<file path="config.mk">
export PLATFORM = sky130hd
export DESIGN_NAME = top_single_cache
export DESIGN_NICKNAME = d
export VERILOG_FILES = /design/src/rtl/top_single_cache_pkg.sv /design/src/rtl/top_single_cache_main_mem.sv /design/src/rtl/top_single_cache.sv
export SDC_FILE = /design/constraint.sdc
export NUM_CORES = 2
export LEC_CHECK = 0
export CAP_MARGIN = 20
export CORE_UTILIZATION = 38
export CTS_BUF_LIST = sky130_fd_sc_hd__clkbuf_2
export DETAILED_ROUTE_END_ITERATION = 6
export MAX_ROUTING_LAYER = met4
export PLACE_DENSITY = 0.52
export SLEW_MARGIN = 10
export SYNTH_ARGS = -nofsm -noshare
export SYNTH_HDL_FRONTEND = slang
export SYNTH_SLANG_ARGS = --single-unit
</file>
<file path="constraint.sdc">
create_clock -name clk -period 11.2 [get_ports clk]
set_input_delay 1.68 -clock clk [delete_from_list [all_inputs] [get_ports clk]]
set_output_delay 1.68 -clock clk [all_outputs]
set_load 0.02 [all_outputs]
</file>
<file path="src/rtl/top_single_cache_pkg.sv">
// Shared types and widths for the single-level direct-mapped cache controller.
package top_single_cache_pkg;

    localparam int unsigned ADDR_W = 8;
    localparam int unsigned DATA_W = 8;

    typedef enum logic [1:0] {
        IDLE,
        READ_MISS,
        WRITE_MEM
    } state_t;

    // Tag is held at full address width so the line type does not depend on INDEX_BITS.
    typedef struct packed {
        logic              valid;
        logic [ADDR_W-1:0] tag;
        logic [DATA_W-1:0] data;
    } line_t;

endpackage

</file>
<file path="src/rtl/top_single_cache_main_mem.sv">
// Byte-wide 256-entry main memory with a fixed access latency; resets to mem[a]=a.
module main_mem_model
    import top_single_cache_pkg::*;
#(
    parameter int unsigned MEM_LATENCY = 3
) (
    input  logic              clk,
    input  logic              rst,
    input  logic              req,
    input  logic              we,
    input  logic [ADDR_W-1:0] addr,
    input  logic [DATA_W-1:0] wdata,
    output logic              done_c,
    output logic [DATA_W-1:0] rdata_c
);

    localparam int unsigned DEPTH = 2**ADDR_W;
    localparam int unsigned CNT_W = $clog2(MEM_LATENCY + 1);

    logic [DATA_W-1:0] mem [DEPTH];
    logic              pend;
    logic              we_q;
    logic [ADDR_W-1:0] addr_q;
    logic [DATA_W-1:0] wdata_q;
    logic [CNT_W-1:0]  count;

    always_ff @(posedge clk or negedge rst) begin
        if (!rst) begin
            for (int unsigned i = 0; i < DEPTH; i++) begin
                mem[ADDR_W'(i)] <= DATA_W'(i);
            end
            pend    <= 1'b0;
            we_q    <= 1'b0;
            addr_q  <= '0;
            wdata_q <= '0;
            count   <= '0;
        end else if (req) begin
            pend    <= 1'b1;
            we_q    <= we;
            addr_q  <= addr;
            wdata_q <= wdata;
            count   <= CNT_W'(MEM_LATENCY - 1);
        end else if (pend) begin
            // Access completes on the edge that ends the final latency cycle.
            if (count == '0) begin
                pend <= 1'b0;
                if (we_q) begin
                    mem[addr_q] <= wdata_q;
                end
            end else begin
                count <= count - CNT_W'(1);
            end
        end
    end

    assign done_c  = pend && (count == '0);
    assign rdata_c = mem[addr_q];

endmodule

</file>
<file path="src/rtl/top_single_cache.sv">
// Direct-mapped write-through, write-allocate cache controller over a latency memory model.
// Optional hit/miss counters are enabled with CACHE_STATS_EN.
module top_single_cache
    import top_single_cache_pkg::*;
#(
    parameter int unsigned INDEX_BITS  = 4,
    parameter int unsigned MEM_LATENCY = 3
) (
    input  logic              clk,
    input  logic              rst,
    input  logic [ADDR_W-1:0] address,
    input  logic              start,
    input  logic [DATA_W-1:0] write_data,
    input  logic              read_operation,
`ifdef CACHE_STATS_EN
    output logic [7:0]        hit_count,
    output logic [7:0]        miss_count,
`endif
    output logic              cache_busy,
    output logic [DATA_W-1:0] read_data
);

    localparam int unsigned LINES = 2**INDEX_BITS;

    state_t            state;
    line_t             lines [LINES];
    logic [ADDR_W-1:0] addr_q;

    logic [INDEX_BITS-1:0] idx_c;
    logic [ADDR_W-1:0]     tag_c;
    logic [INDEX_BITS-1:0] idx_q_c;
    logic [ADDR_W-1:0]     tag_q_c;
    logic                  hit_c;
    logic                  accept_c;
    logic                  mem_req_c;
    logic                  mem_done_c;
    logic [DATA_W-1:0]     mem_rdata_c;

    assign idx_c     = address[INDEX_BITS-1:0];
    assign tag_c     = ADDR_W'(address >> INDEX_BITS);
    assign idx_q_c   = addr_q[INDEX_BITS-1:0];
    assign tag_q_c   = ADDR_W'(addr_q >> INDEX_BITS);
    assign hit_c     = lines[idx_c].valid && (lines[idx_c].tag == tag_c);
    assign accept_c  = start && (state == IDLE);
    // Read hits are served locally; everything else goes to memory.
    assign mem_req_c = accept_c && !(read_operation && hit_c);

    main_mem_model #(
        .MEM_LATENCY(MEM_LATENCY)
    ) u_mem (
        .clk    (clk),
        .rst    (rst),
        .req    (mem_req_c),
        .we     (!read_operation),
        .addr   (address),
        .wdata  (write_data),
        .done_c (mem_done_c),
        .rdata_c(mem_rdata_c)
    );

    always_ff @(posedge clk or negedge rst) begin
        if (!rst) begin
            state      <= IDLE;
            cache_busy <= 1'b0;
            read_data  <= '0;
            addr_q     <= '0;
            for (int unsigned i = 0; i < LINES; i++) begin
                lines[INDEX_BITS'(i)] <= '0;
            end
        end else begin
            case (state)
                IDLE: begin
                    if (start) begin
                        addr_q <= address;
                        if (read_operation) begin
                            if (hit_c) begin
                                read_data <= lines[idx_c].data;
                            end else begin
                                state      <= READ_MISS;
                                cache_busy <= 1'b1;
                            end
                        end else begin
                            lines[idx_c] <= '{valid: 1'b1, tag: tag_c, data: write_data};
                            state        <= WRITE_MEM;
                            cache_busy   <= 1'b1;
                        end
                    end
                end
                READ_MISS: begin
                    // Fill evicts the old line; nothing to write back in a write-through cache.
                    if (mem_done_c) begin
                        lines[idx_q_c] <= '{valid: 1'b1, tag: tag_q_c, data: mem_rdata_c};
                        read_data      <= mem_rdata_c;
                        state          <= IDLE;
                        cache_busy     <= 1'b0;
                    end
                end
                WRITE_MEM: begin
                    if (mem_done_c) begin
                        state      <= IDLE;
                        cache_busy <= 1'b0;
                    end
                end
                default: begin
                    state      <= IDLE;
                    cache_busy <= 1'b0;
                end
            endcase
        end
    end

`ifdef CACHE_STATS_EN
    // Saturating counters of accepted reads, split by hit and miss.
    always_ff @(posedge clk or negedge rst) begin
        if (!rst) begin
            hit_count  <= '0;
            miss_count <= '0;
        end else if (accept_c && read_operation) begin
            if (hit_c) begin
                if (hit_count != 8'hFF) hit_count <= hit_count + 8'd1;
            end else begin
                if (miss_count != 8'hFF) miss_count <= miss_count + 8'd1;
            end
        end
    end
`endif

endmodule

</file>
# Word-level counts from Yosys, hierarchy flattened
# Cells that the tools add are included.
# op_classes
n_reduce_logical,21
mux,40
n_addsub,1
n_eq_ne,11
n_lt_le_gt_ge,6
bitwise,4
# op_table
op,n
$bwmux W2048,1
$mux W272,3
$bwmux W272,2
$pmux W272 S2,1
$demux W17 S4,2
$bmux W17 S4,1
$mux W17,4
$bmux W8 S8,1
$demux W8 S8,1
$mux W8,7
$pmux W8 S2,1
$mux W2,7
$ne A2 B2 Y1 const B,6
$ge A5 B5 Y1 const B,2
$lt A5 B1 Y1 const B,2
$not A4 Y5,2
$ge A9 B9 Y1 const B,1
$lt A9 B1 Y1 const B,1
$not A8 Y9,1
$eq A8 B4 Y1,1
$logic_and A1 B1 Y1,8
$reduce_and A4 Y1,2
$mux W1,7
$reduce_and A5 Y1,1
14 further kinds,18
# word_totals
output_inout_bits,9
wordCells,396
in_bits,20
reg_bits,2359

# Logic depth before layout (Yosys ltp)
# depth
ltp_word,11
ltp_mapped,16
depth_no_buf,8

# Cells and area by module
# Synthesis repeated with hierarchy kept, for this count alone.
# hier_totals
cells_unflattened,7060
area_unflattened_um2,106184.3
# modules_own_cells
mod,seq_area_each_um2,cells_each,instances,area_each_um2
main_mem_model,53030.9,5882,1,94360.5
top_single_cache,5680.4,1178,1,11823.8

# Least setup slack after synthesis
# Ideal clock, no wire load.
# synth_timing
path_kind,in2reg
startpoint,in address[1]
endpoint,reg u_mem.mem[1668] (netlist name)
setup_time_ps,125
slack_ps,6131
stages,12
path_buffers,5
t_arrival_ps,4944
required_time_ps,11075
path_cell_list,buf_2 -> buf_6 -> mux4_2 -> mux4_2 -> xnor2_1 -> nand4b_2 -> o311a_1 -> buf_2 -> buf_6 -> buf_8 -> nor4_4 -> mux2_4
# synth_via
elab_chain_cells,11
# synth_lines
item,line_no,rtl
"start, declared",top_single_cache.sv:11,"input logic [ADDR_W-1:0] address,"
$not A4 Y5 (implied by the code) (*),top_single_cache.sv:43,assign hit_c = lines[idx_c].valid && (lines[idx_c].tag == tag_c);
$bmux W17 S4 (*),top_single_cache.sv:43,
$mux W17 (*) (2 in a row),-,
$eq A8 B4 Y1,top_single_cache.sv:43,
$logic_and A1 B1 Y1 (*),top_single_cache.sv:43,
$logic_and A1 B1 Y1 (*),top_single_cache.sv:46,assign mem_req_c = accept_c && !(read_operation && hit_c);
$logic_not A1 Y1 (*),top_single_cache.sv:46,
$logic_and A1 B1 Y1 (*),top_single_cache.sv:46,
$not A1 Y1 (no source line) (*),-,
$reduce_and A4 Y1 (no source line) (*),-,
"end signal, assigned by index",top_single_cache_main_mem.sv:30,mem[ADDR_W'(i)] <= DATA_W'(i);
"end signal, assigned by index",top_single_cache_main_mem.sv:48,mem[addr_q] <= wdata_q;
"end, declared",top_single_cache_main_mem.sv:20,logic [DATA_W-1:0] mem [DEPTH];
# Mark *: on every way between the ends. The rest lies on a longest branch, timed or not. The select of a mux whose other input is x is not followed.
# A chain may end at the register's enable or synchronous reset.

# Final worst setup path
# layout_timing
startpoint,reg u_mem.addr_q[1]
endpoint,reg lines[121] (netlist name)
# layout_via
elab_chain_cells,7
# layout_lines
item,line_no,rtl
"start, declared",top_single_cache_main_mem.sv:23,logic [ADDR_W-1:0] addr_q;
"start signal, assigned",top_single_cache_main_mem.sv:40,addr_q <= addr;
$not A8 Y9 (implied by the code),top_single_cache_main_mem.sv:57,assign rdata_c = mem[addr_q];
$bmux W8 S8,top_single_cache_main_mem.sv:57,
$mux W8 (implied by the code) (2 in a row),top_single_cache_main_mem.sv:57,
$bwmux W272,top_single_cache.sv:92,"lines[idx_q_c] <= '{valid: 1'b1, tag: tag_q_c, data: mem_rdata_c};"
$mux W272,top_single_cache.sv:91,if (mem_done_c) begin
$pmux W272 S2,top_single_cache.sv:71,case (state)
"end signal, assigned by index",top_single_cache.sv:83,"lines[idx_c] <= '{valid: 1'b1, tag: tag_c, data: write_data};"
"end signal, assigned by index",top_single_cache.sv:92,
"end, declared",top_single_cache.sv:26,line_t lines [LINES];
# No other way between the ends. The select of a mux whose other input is x is not followed.

==> results.py <==
metrics = {
    "floorplan": {
        "rows": 199,
        "dieArea_sq_mm": 0.300,
        "ios": 29,
        "coreArea_sq_mm": 0.295,
        "start_util_pct": 38.3,
        "dieWidth_um": 547,
        "die_h_um": 547,
    },
    "final_layout": {
        "fillers": 26900,
        "fin_util_pct": 42.0,
        "layout_common_cells": "1255 x dfrtp_1, 1253 x mux2_2, 1024 x dfstp_2, 1008 x clkbuf_2, 824 x mux2_4",
        "mostFrequentLayoutCell": "dfrtp_1",
        "layout.nets": 7535,
        "syn_to_final_growth_pct": 9.56,
        "layout-drive-gt1-share_pct": 64.0,
    },
    "placement": {
        "io_buffers": 28,
        "dp_worst_setup_slack_ns": 3.70,
        "dp_hpwl_um": 240000,
        "gp_congestion": 0.903,
    },
    "clock_network": {
        "htree_levels": 6,
        "cts-root-buf": "clkbuf_2",
        "clk_latency_ns": 2.20,
        "cts_max_path_buffers": 4,
        "clkTransAtPathRegs_ns": 0.11,
        "cts_resized": 0,
        "cts.sinks": 2295,
        "postCtsHoldBufs": 1,
        "post-cts-setup-buffers": 0,
        "cts_buffers": 636,
        "cts_tree": "built",
    },
    "synth": {
        "syn_inst": 7278,
        "yosysSeqAreaShare_pct": 51.9,
        "synth-seq-cells": 2295,
        "synth_ff_type": "dfrtp_1",
        "async_flop_share_pct": 100,
        "yosysWarnings": 0,
        "syn_nets": 7301,
        "synth.avg_cell_area_sq_um": 15.5,
        "yosysTopAreaCellShare_pct": 28.1,
        "synth-edff-count": 0,
        "ys_top_cells_by_area": "dfrtp_1 28%, dfstp_2 24%, mux2_2 12%, mux2_4 11%, mux4_2 11%",
        "synth_top_cell_by_area": "dfrtp_1",
        "netlist_area_sq_mm": 0.113,
        "ys_types": 80,
    },
    "sta": {
        "slew_viol_final": 0,
        "period_share_pct": 55.3,
        "finClkSkew_ns": 0.248,
        "hold_viol": 0,
        "max_freq_mhz": 161,
        "fin_ws_ns": 5.00,
        "fin_tns_setup_ns": 0,
        "grt_setup_unrepaired": "no",
        "setup_viol": 0,
        "slew_headroom_pct": 17.0,
        "min_period_ns": 6.20,
        "tightest_slew_ns": 1.23,
    },
    "setup_path": {
        "crit_family": "compound AO/OA/AOI/OAI gates",
        "cp-end-kind": "flop",
        "critPathKind": "flop to flop",
        "cpPeakStageDelay_ns": 1.03,
        "crit_path_top_delay_cell": "a41oi_2",
        "cpMostUsedCell": "buf_4",
        "worst-path-max-fanout": 38,
        "worstPathCellList": "buf_4, buf_4, nand3b_1, o22ai_1, a211oi_1, a21oi_1, nand2_1, a41oi_2, o21ai_0",
        "required_ns": 13.06,
        "crit_arrival_ns": 8.06,
        "path_buf_inv": 2,
        "startpoint_type": "flop",
    },
    "global_route": {
        "grt_util_met3_pct": 4.98,
        "grt_first_pass_wirelength_um": 555000,
        "globalRoute.totalOverflow": 0,
        "grt.busiest_layer": "met2",
        "first_global_vias": 73400,
        "antenna_found_initial": 18,
        "met1_usage_pct": 35.8,
        "grt_util_all_layers_pct": 26.1,
        "grt_max_degree": 174,
        "grtUsageMet2_pct": 38.0,
    },
    "drt": {
        "wire_per_inst_um": 31.9,
        "viasPerCell": 5.88,
        "dr.pass1.iters": 6,
        "vias": 70400,
        "drc_errors": 0,
        "drt-initial-drc-count": 5893,
        "ant_nets": 0,
        "routed_wl_um": 382000,
    },
    "run_status": {
        "status": "completed",
    },
    "power_and_ir_drop": {
        "power.density_mw_per_mm2": 201,
        "p_leak_nw": 52.9,
        "max-vdd-ir-drop_uv": 176,
        "power_mw": 24.9,
    },
    "job": {
        "maxCapViolations": 0,
    },
    "hold_path": {
        "hp-class": "input port to asynchronous set/reset pin",
    },
}
[logic make-up (layout without fill, tap and decap cells)]
| group | Yosys count | in the layout | share of synthesized area [%] |
|---|---|---|---|
| AOI/OAI and AO/OA | 753 | 753 | 4.49 |
| and+or+nand+nor | 821 | 821 | 5.78 |
| adders and majority gates | 3 | 3 | 0.0332 |
| muxes | 2748 | 2748 | 35.3 |
| other | 0 | 19 | 0 |
| DFF | 2295 | 2295 | 51.9 |
| buffers and inverters | 654 | 1421 | 2.47 |
| xor gates and xnor gates | 4 | 4 | 0.0310 |
[synth_stat cells, types with 20 or more instances]
library cell / number
nor2_1: 94
mux2i_1: 137
nor4_4: 141
a32oi_1: 136
nand2_1: 238
mux2_2: 1253
o21ai_0: 230
a31oi_1: 20
dfrtp_1: 1271
nand4_1: 103
nand3_1: 66
buf_1: 77
clkbuf_1: 457
nand2b_1: 35
buf_4: 20
a211oi_1: 20
dfstp_2: 1024
o22ai_1: 45
mux2_4: 824
a22oi_1: 149
mux4_2: 534
a21oi_1: 64
buf_2: 70
[sequential cells by signal (all words and copies together), names as in the netlist]
name	cells
addr_q	8
cache_busy	1
lines	208
read_data	8
state	2
u_mem.addr_q	8
u_mem.count	2
u_mem.mem	2048
u_mem.pend	1
u_mem.wdata_q	8
u_mem.we_q	1
[through the flow]
step | instances | instance area [sq um] | hold slack (ns)
floorplan | 7278 | 113000 | 0.429
global placement | 10800 | 118000 | 0.445
detailed placement | 10800 | 118000 | 0.451
CTS | 12000 | 124000 | 0.0254
global route | 12000 | 124000 | 0.112
finish | 12000 | 124000 | 0.177
[routing by layer]
layer	up-vias	wire (um)
li1	28700	-
met1	38500	171000
met2	2616	171000
met3	683	24600
met4	0	15700
met5	-	0
[area by class of cell]
| class | instances | area, sq um | share of cell area [%] |
|---|---|---|---|
| tap | 3919 | 4900 | 3.96 |
| inverter | 12 | 50.0 | 0.0404 |
| antenna | 19 | 47.5 | 0.0384 |
| clock inverter | 164 | 1010 | 0.814 |
| clock buffer | 1007 | 5040 | 4.07 |
| timing repair buffer | 238 | 2240 | 1.81 |
| multi-input combinational | 4329 | 51800 | 41.8 |
| sequential | 2295 | 58800 | 47.4 |
[final timing paths]
| check | from | endpoint | slack (ns) | depth (start not counted) |
|---|---|---|---|---|
| worst max-delay path | u_mem.addr_q[1]$_DFFE_PN0P_ | lines[121]$_DFFE_PN0P_ | 5.00 | 9 |
| worst min-delay path | rst | u_mem.mem[552]$_DFFE_PN0P_ | 0.18 | 2 |
| worst max register to register | u_mem.addr_q[1]$_DFFE_PN0P_ | lines[121]$_DFFE_PN0P_ | 5.00 | 9 |
| worst min register to register | lines[271]$_DFFE_PN0P_ | lines[271]$_DFFE_PN0P_ | 0.47 | 1 |
| max in group asynchronous | rst | u_mem.mem[113]$_DFFE_PN0P_ | 8.45 | 4 |
| min in group clk | address[6] | u_mem.addr_q[6]$_DFFE_PN0P_ | 0.38 | 4 |
[power by group]
group | switching (mW) | internal (mW)
logic | 6.21 | 2.33
registers | 0.888 | 9.05
clock network | 3.91 | 2.54
Power figures use the tool's default switching activity.
